## src/rtl/stopwatch_ctrl.sv

```systemverilog
// Stopwatch control: button sync/edge-detect, IDLE/RUN/PAUSE/DONE FSM, tick prescaler.
// Latency: button to state/cnt_clr is 3 edges; all outputs registered; no backpressure.
module stopwatch_ctrl #(
    parameter int TICK_DIV = 50000000,
    parameter int CNT_W    = 7,
    parameter int CNT_MAX  = 99
) (
    input  logic             clk,
    input  logic             clr_n,
    input  logic             btn_start,
    input  logic             btn_pause,
    input  logic             btn_clr,
    input  logic [CNT_W-1:0] count_in,
    output logic             tick,
    output logic             cnt_clr,
    output logic [1:0]       state,
    output logic             running,
    output logic             done
);

    localparam int         PW   = (TICK_DIV > 2) ? $clog2(TICK_DIV) : 1;
    localparam logic [PW-1:0] TERM = PW'(TICK_DIV - 1);

    typedef enum logic [1:0] {
        IDLE  = 2'd0,
        RUN   = 2'd1,
        PAUSE = 2'd2,
        DONE  = 2'd3
    } state_t;

    state_t        st;
    logic [PW-1:0] presc;
    logic [2:0]    sync1, sync2, sync3;
    logic [2:0]    pulse;
    logic          start_p, pause_p, clr_p;
    logic          at_max;

    // Bit order {clr, pause, start}; sync3 is the edge detector's history flop.
    always_ff @(posedge clk or negedge clr_n) begin
        if (!clr_n) begin
            sync1 <= '0;
            sync2 <= '0;
            sync3 <= '0;
        end else begin
            sync1 <= {btn_clr, btn_pause, btn_start};
            sync2 <= sync1;
            sync3 <= sync2;
        end
    end

    assign pulse   = sync2 & ~sync3;
    assign start_p = pulse[0];
    assign pause_p = pulse[1];
    assign clr_p   = pulse[2];
    assign at_max  = (count_in == CNT_W'(CNT_MAX));

    always_ff @(posedge clk or negedge clr_n) begin
        if (!clr_n) begin
            st      <= IDLE;
            presc   <= '0;
            tick    <= 1'b0;
            cnt_clr <= 1'b0;
            running <= 1'b0;
            done    <= 1'b0;
        end else begin
            tick    <= 1'b0;
            cnt_clr <= 1'b0;
            if (clr_p) begin
                st      <= IDLE;
                presc   <= '0;
                cnt_clr <= 1'b1;
                running <= 1'b0;
                done    <= 1'b0;
            end else begin
                case (st)
                    IDLE: begin
                        presc <= '0;
                        if (start_p) begin
                            st      <= RUN;
                            running <= 1'b1;
                        end
                    end
                    RUN: begin
                        // A pause on the terminal cycle still lets the tick through.
                        if (presc == TERM) begin
                            presc <= '0;
                            if (at_max) begin
                                st      <= DONE;
                                running <= 1'b0;
                                done    <= 1'b1;
                            end else begin
                                tick <= 1'b1;
                                if (pause_p) begin
                                    st      <= PAUSE;
                                    running <= 1'b0;
                                end
                            end
                        end else begin
                            presc <= presc + 1'b1;
                            if (pause_p) begin
                                st      <= PAUSE;
                                running <= 1'b0;
                            end
                        end
                    end
                    PAUSE: begin
                        if (start_p || pause_p) begin
                            st      <= RUN;
                            running <= 1'b1;
                        end
                    end
                    DONE: begin
                        presc <= '0;
                    end
                    default: begin
                        st      <= IDLE;
                        presc   <= '0;
                        running <= 1'b0;
                        done    <= 1'b0;
                    end
                endcase
            end
        end
    end

    assign state = st;

endmodule

```

## config.mk

```make
export PLATFORM = sky130hd
export DESIGN_NAME = stopwatch_ctrl
export DESIGN_NICKNAME = d
export VERILOG_FILES = /design/src/rtl/stopwatch_ctrl.sv
export SDC_FILE = /design/constraint.sdc
export NUM_CORES = 1
export LEC_CHECK = 0
export ABC_AREA = 1
export CAP_MARGIN = 20
export CORE_ASPECT_RATIO = 0.7
export CORE_UTILIZATION = 45
export CTS_BUF_LIST = sky130_fd_sc_hd__clkbuf_4 sky130_fd_sc_hd__clkbuf_8 sky130_fd_sc_hd__clkbuf_16
export DETAILED_ROUTE_END_ITERATION = 10
export PLACE_DENSITY_LB_ADDON = 0.25
export SLEW_MARGIN = 25
export SYNTH_ARGS = -nofsm -noshare
export SYNTH_HDL_FRONTEND = slang
export SYNTH_SLANG_ARGS = --single-unit
```

## constraint.sdc

```tcl
create_clock -name clk -period 2.05 [get_ports clk]
set_input_delay 0.41 -clock clk [delete_from_list [all_inputs] [get_ports clk]]
set_output_delay 0.41 -clock clk [all_outputs]
set_load 0.005 [all_outputs]
```

**Word level (Yosys, flattened, before mapping)**

Index checks and enable logic that the tools add are counted.

- Register bits: 41
- Input bits: 12
- Logic and storage cells: 55
- Output and inout bits: 6

- Add/sub/neg operators: 1
- Bitwise gates (word level): 2
- Reductions and logical operators: 10
- Equality and inequality tests: 7
- Mux-type cells: 26

Operator list:

| operator | count |
|---|---|
| two-way mux 26 bit | 2 |
| case mux 26 bit (2 select lines) | 1 |
| adder 26 x 1 -> 26 bit (second input constant) | 1 |
| == test 26 bit (second input constant) | 1 |
| two-way mux 1 bit | 15 |
| two-way mux 2 bit | 6 |
| == test 7 bit (second input constant) | 1 |
| != test 3 bit (second input constant) | 2 |
| case mux 2 bit (3 select lines) | 1 |
| AND reduction 3 bit | 2 |
| nonzero test 2 bit | 3 |
| == test 2 bit (second input constant) | 2 |
| nonzero test 4 bit | 1 |
| AND 3 bit | 1 |
| inverter 3 bit | 1 |
| case mux 1 bit (3 select lines) | 1 |
| nonzero test 3 bit | 1 |
| == test 2 x 1 -> 1 bit (second input constant) | 1 |
| logical NOT 2 bit | 1 |
| OR reduction 2 bit | 1 |
| logical OR 1 bit | 1 |

**Longest topological paths before layout**

- Word-level depth: 7
- Depth in mapped cells: 11
- Depth with buffers taken out: 10

**Worst setup path after synthesis**

OpenSTA, ideal clock, no wires.

- Kind: register to register
- Start point: reg st[1], in the netlist state[1]
- End point: reg presc[4]
- Arrival time: 1461 ps
- Setup slack: 468 ps
- Required time: 1929 ps
- Path buffers: 1
- Period minus slack after synthesis: 1582 ps
- Stages on the path, launching flop included: 11
- Library setup time: 121 ps
- Cells stage by stage: dfrtp_1 -> inv_1 -> ha_1 -> nand2_2 -> nor2_4 -> inv_4 -> buf_6 -> nand2_1 -> inv_1 -> o21ai_0 -> nor2_1

- Word-level cells in the longest chain between the ends: 4
- Elaborated cells on any way between the ends: 7
- Those cells by class: 2 x eq/ne; 2 x mux; 3 x reduce/logical

Ends and longest elaborated chain:

| what | RTL line | RTL |
|---|---|---|
| start, declared | 31 | `state_t st;` |
| start signal, assigned | 59 | `st <= IDLE;` |
| start signal, assigned | 69 | `st <= IDLE;` |
| start signal, assigned | 79 | `st <= RUN;` |
| == test 2 bit / logical NOT 2 bit (equally long branches) | 75 | `case (st)` |
| OR reduction 2 bit (no line) | - |  |
| case mux 26 bit (2 select lines) | 75 |  |
| two-way mux 26 bit | 68 | `if (clr_p) begin` |
| end signal, assigned | 99 | `presc <= presc + 1'b1;` |
| end, declared | 32 | `logic [PW-1:0] presc;` |

Several ways; a longest one is shown, not always the timed one.
A chain may end at the register's enable or synchronous reset.

**Worst setup path in the final report**

- Start point: reg st[1], in the netlist state[1]
- End point: reg presc[13]

The elaborated chain is that of the path after synthesis.

==> results.toml <==
[logic_synthesis]
synth.top_cells.by_area = "sky130_fd_sc_hd__dfrtp_1 42%, sky130_fd_sc_hd__nand2_1 16%, sky130_fd_sc_hd__inv_1 6.7%"
synth_commonest_cells = "105 x sky130_fd_sc_hd__nand2_1, 43 x sky130_fd_sc_hd__inv_1, 43 x sky130_fd_sc_hd__nor2_1"
ys_types = 28
syn-cell-area_sq_mm = 0.002422
complex_gate_fraction_of_the_synthesized_area_pct = 3.048
netlist.area_leader.share_pct = 42.36
syn-instance-count = 332
yosys-mux-area-fraction_pct = 0
synth_enable_flop_cells = 0
simple_gate_portion_of_the_synthesized_area_pct = 41.12
syn_nets = 348
synth_ff_type = "sky130_fd_sc_hd__dfrtp_1"
ys.warnings.count = 0
synth_sequential_area_ratio_pct = 42.36
synth-xor-area-share_pct = 2.531
main_combinational_cell_family_by_area_after_synthesis = "simple AND/OR/NAND/NOR gates"
synth_area_in_adders_pct = 2.066
flop_and_latch_count_out_of_synthesis = 41
avgSynthCellArea_sq_um = 7.296
async_flop_share_pct = 100.0
synth_largest_area_cell = "sky130_fd_sc_hd__dfrtp_1"
synth_most_common_cell = "sky130_fd_sc_hd__nand2_1"

[clocking]
clk_root_buffer_cell = "sky130_fd_sc_hd__clkbuf_8"
post-cts-setup-buffers = 0
cts_hold_buffers = 0
depth_of_the_cts_h_tree = 2
clock_tree_from_tritoncts = "done"
clock_tree.buffer_depth = 2
tritoncts_num_sinks = 41
ctsResizeCount = 0
clk_pin_slew_worst_paths_ns = 0.09
clock_latency_ns = 0.30
cts_made_buffers = 5

[critical_path]
r2r_slack_ns = 0.30
worst-endpoint-arrival_ns = 1.95
worst-r2r-cell-count = 8
startpoint_type = "flip-flop"
cp_max_fo = 11
crit_end = "presc[13]$_DFFE_PN0P_"
crit_path_end_kind = "flip-flop"
required_ns = 2.25
reg2reg_from = "state[1]$_DFFE_PN0P_"
worstSetupStartpoint = "state[1]$_DFFE_PN0P_"
critical_path_class = "flip-flop to flip-flop"
regToRegEndpoint = "presc[13]$_DFFE_PN0P_"

[grt]
grt.overflow.total = 0
grt_usage_pct = 21.67
via_count_of_the_first_global_routing_pass = 1864
grt_first_pass_wirelength_mm = 9.114
grt_max_degree = 42
grt_antenna_before_repair = 0

[final_layout]
layout-drive-gt1-share_pct = 10.67
synthToLayoutAreaGrowth_pct = 13.43
layout.cells.non_filler = 425
multi_input_comb_area_sq_mm = 0.001181
filler_cell_count = 468
seq_area_sq_mm = 0.001026
n_antenna_cell = 0
finish.utilization_pct = 55.33
final_nets = 371

[power]
power.static_leakage_uw = 0.001310
share_clk_of_total_power_pct = 26.5
peakVddDrop_v = 0.0004241
power.combinational.fraction_pct = 31.7
power.density_mw_per_mm2 = 769.8
pwr-share-seq_pct = 41.7
p_switching_uw = 809.7
power.switching_fraction_pct = 38.28
power_report.internal_total_uw = 1305

[placement]
dp_hpwl_mm = 3.997
instance_count_after_placement_with_tap_cells_included = 417
io_buffers = 17
finalWeightedCongestion = 0.9615

[drt]
final_antenna_net_count = 0
drt-wirelength-per-cell_microns = 12.62
routed_wirelength_mm = 5.363
detail_route.vias_per_cell = 4.941
drt_first_pass_iters = 5
drc = 0
route.vias.total = 2100
drt_iter0_markers = 179

[timing]
worst_slew_pin_slew_ns = 0.5055
grt_setup_unrepaired = "no"
maxClockFrequency_mhz = 570.3
setup_tns_ns = 0
maxSlewViolCount = 0
timing_hold_violations_final = 0
min_period_ns = 1.753
max-slew-margin-rel_pct = 66.30
setup_viol = 0
finClkSkew_ns = 0.005527
post-route-period-util_pct = 85.53

[floorplanning]
io_pins = 18
die_height_microns = 63.39
die_x_microns = 89.69
initial_core_utilization_pct = 48.78
core_sq_mm = 0.004966
floorplan.rows = 21
fp.dieArea_sq_mm = 0.005685

[job]
max_cap_violations = 0

[hold_path]
timing.hold.worst.class = "input pin to async pin"

[outcome]
run_status = "completed"
## kinds of logic after synthesis
| kind of cell | count (synthesis) |
|---|---|
| AO/OA/AOI/OAI | 13 |
| XOR/XNOR | 7 |
| adder cells (fa/ha/maj) | 4 |
| buffers and inverters | 49 |
| flip-flops | 41 |
| AND/OR/NAND/NOR | 218 |
## how the worst min path moves through the flow
stage                            endpoint  slack, ns
finish              presc[19]$_DFFE_PN0P_       0.15
global route        presc[19]$_DFFE_PN0P_       0.21
CTS                 presc[19]$_DFFE_PN0P_       0.17
detailed placement     sync2[2]$_DFF_PN0_       0.34
global placement       sync2[2]$_DFF_PN0_       0.33
floorplan               cnt_clr$_DFF_PN0_       0.11
## power by group through the flow
stage | Combinational, uW | Sequential [uW] | Clock (uW)
finish | 671 | 883 | 561
global placement | 671 | 896 | 0
global route | 774 | 889 | 607
detailed placement | 677 | 899 | 0
floorplan | 536 | 896 | 0
CTS | 679 | 883 | 576
## cells in the final DEF (no fill, tap or decap), types with 7 or more instances in the layout
master	netlist	routed
sky130_fd_sc_hd__nor2_1	43	43
sky130_fd_sc_hd__o21ai_0	7	7
sky130_fd_sc_hd__clkdlybuf4s50_1	0	16
sky130_fd_sc_hd__nor2_2	10	10
sky130_fd_sc_hd__nand2_1	105	105
sky130_fd_sc_hd__dfrtp_1	41	41
sky130_fd_sc_hd__nand4_1	8	8
sky130_fd_sc_hd__xor2_1	7	7
sky130_fd_sc_hd__nand3_1	31	31
sky130_fd_sc_hd__inv_1	43	43
## metrics by stage
step / power [uW] / hold slack (ns) / setup WS (ns) / area (sq um)
6_report: 2115 / 0.1471 / 0.2966 / 2748
3_3_place_gp: 1567 / 0.3329 / 0.3226 / 2654
2_1_floorplan: 1432 / 0.1144 / 0.4679 / 2422
4_1_cts: 2138 / 0.1739 / 0.3032 / 2748
3_5_place_dp: 1576 / 0.3364 / 0.3109 / 2654
5_1_grt: 2270 / 0.2116 / 0.1590 / 2748
## state kept, by name, indices dropped and copies added, names as in the netlist
register  flops
presc        26
sync1         3
sync2         3
sync3         3
state         2
cnt_clr       1
done          1
running       1
tick          1
## per-layer routing
layer / part of all wire [%] / vias to the layer above / track usage [%]
met1: 52 / 947 / 35.91
met5: 0 / - / 0
met2: 39 / 71 / 28.22
met4: 0.95 / 0 / 4.762
met3: 7.3 / 7 / 4.325
li1: - / 1075 / -
## cell type report
class                      instances  share of cell area (%)
timing repair buffer              19                   6.557
clock inverter                     3                  0.9107
multi-input combinational        242                   42.99
clock buffer                       5                   2.505
sequential                        41                   37.34
tap                               69                   3.142
inverter                          46                   6.557
## worst max-delay path, cell delays in order, from the launching register on
cell and delay [ns]:
sky130_fd_sc_hd__dfrtp_1 0.41, sky130_fd_sc_hd__inv_1 0.08, sky130_fd_sc_hd__ha_1 0.30, sky130_fd_sc_hd__nand2_2 0.08, sky130_fd_sc_hd__nor2_4 0.21, sky130_fd_sc_hd__buf_4 0.23
sky130_fd_sc_hd__nor3_1 0.07, sky130_fd_sc_hd__o21ai_0 0.21, sky130_fd_sc_hd__nor2_2 0.05
(Power assumes the default switching activity.)
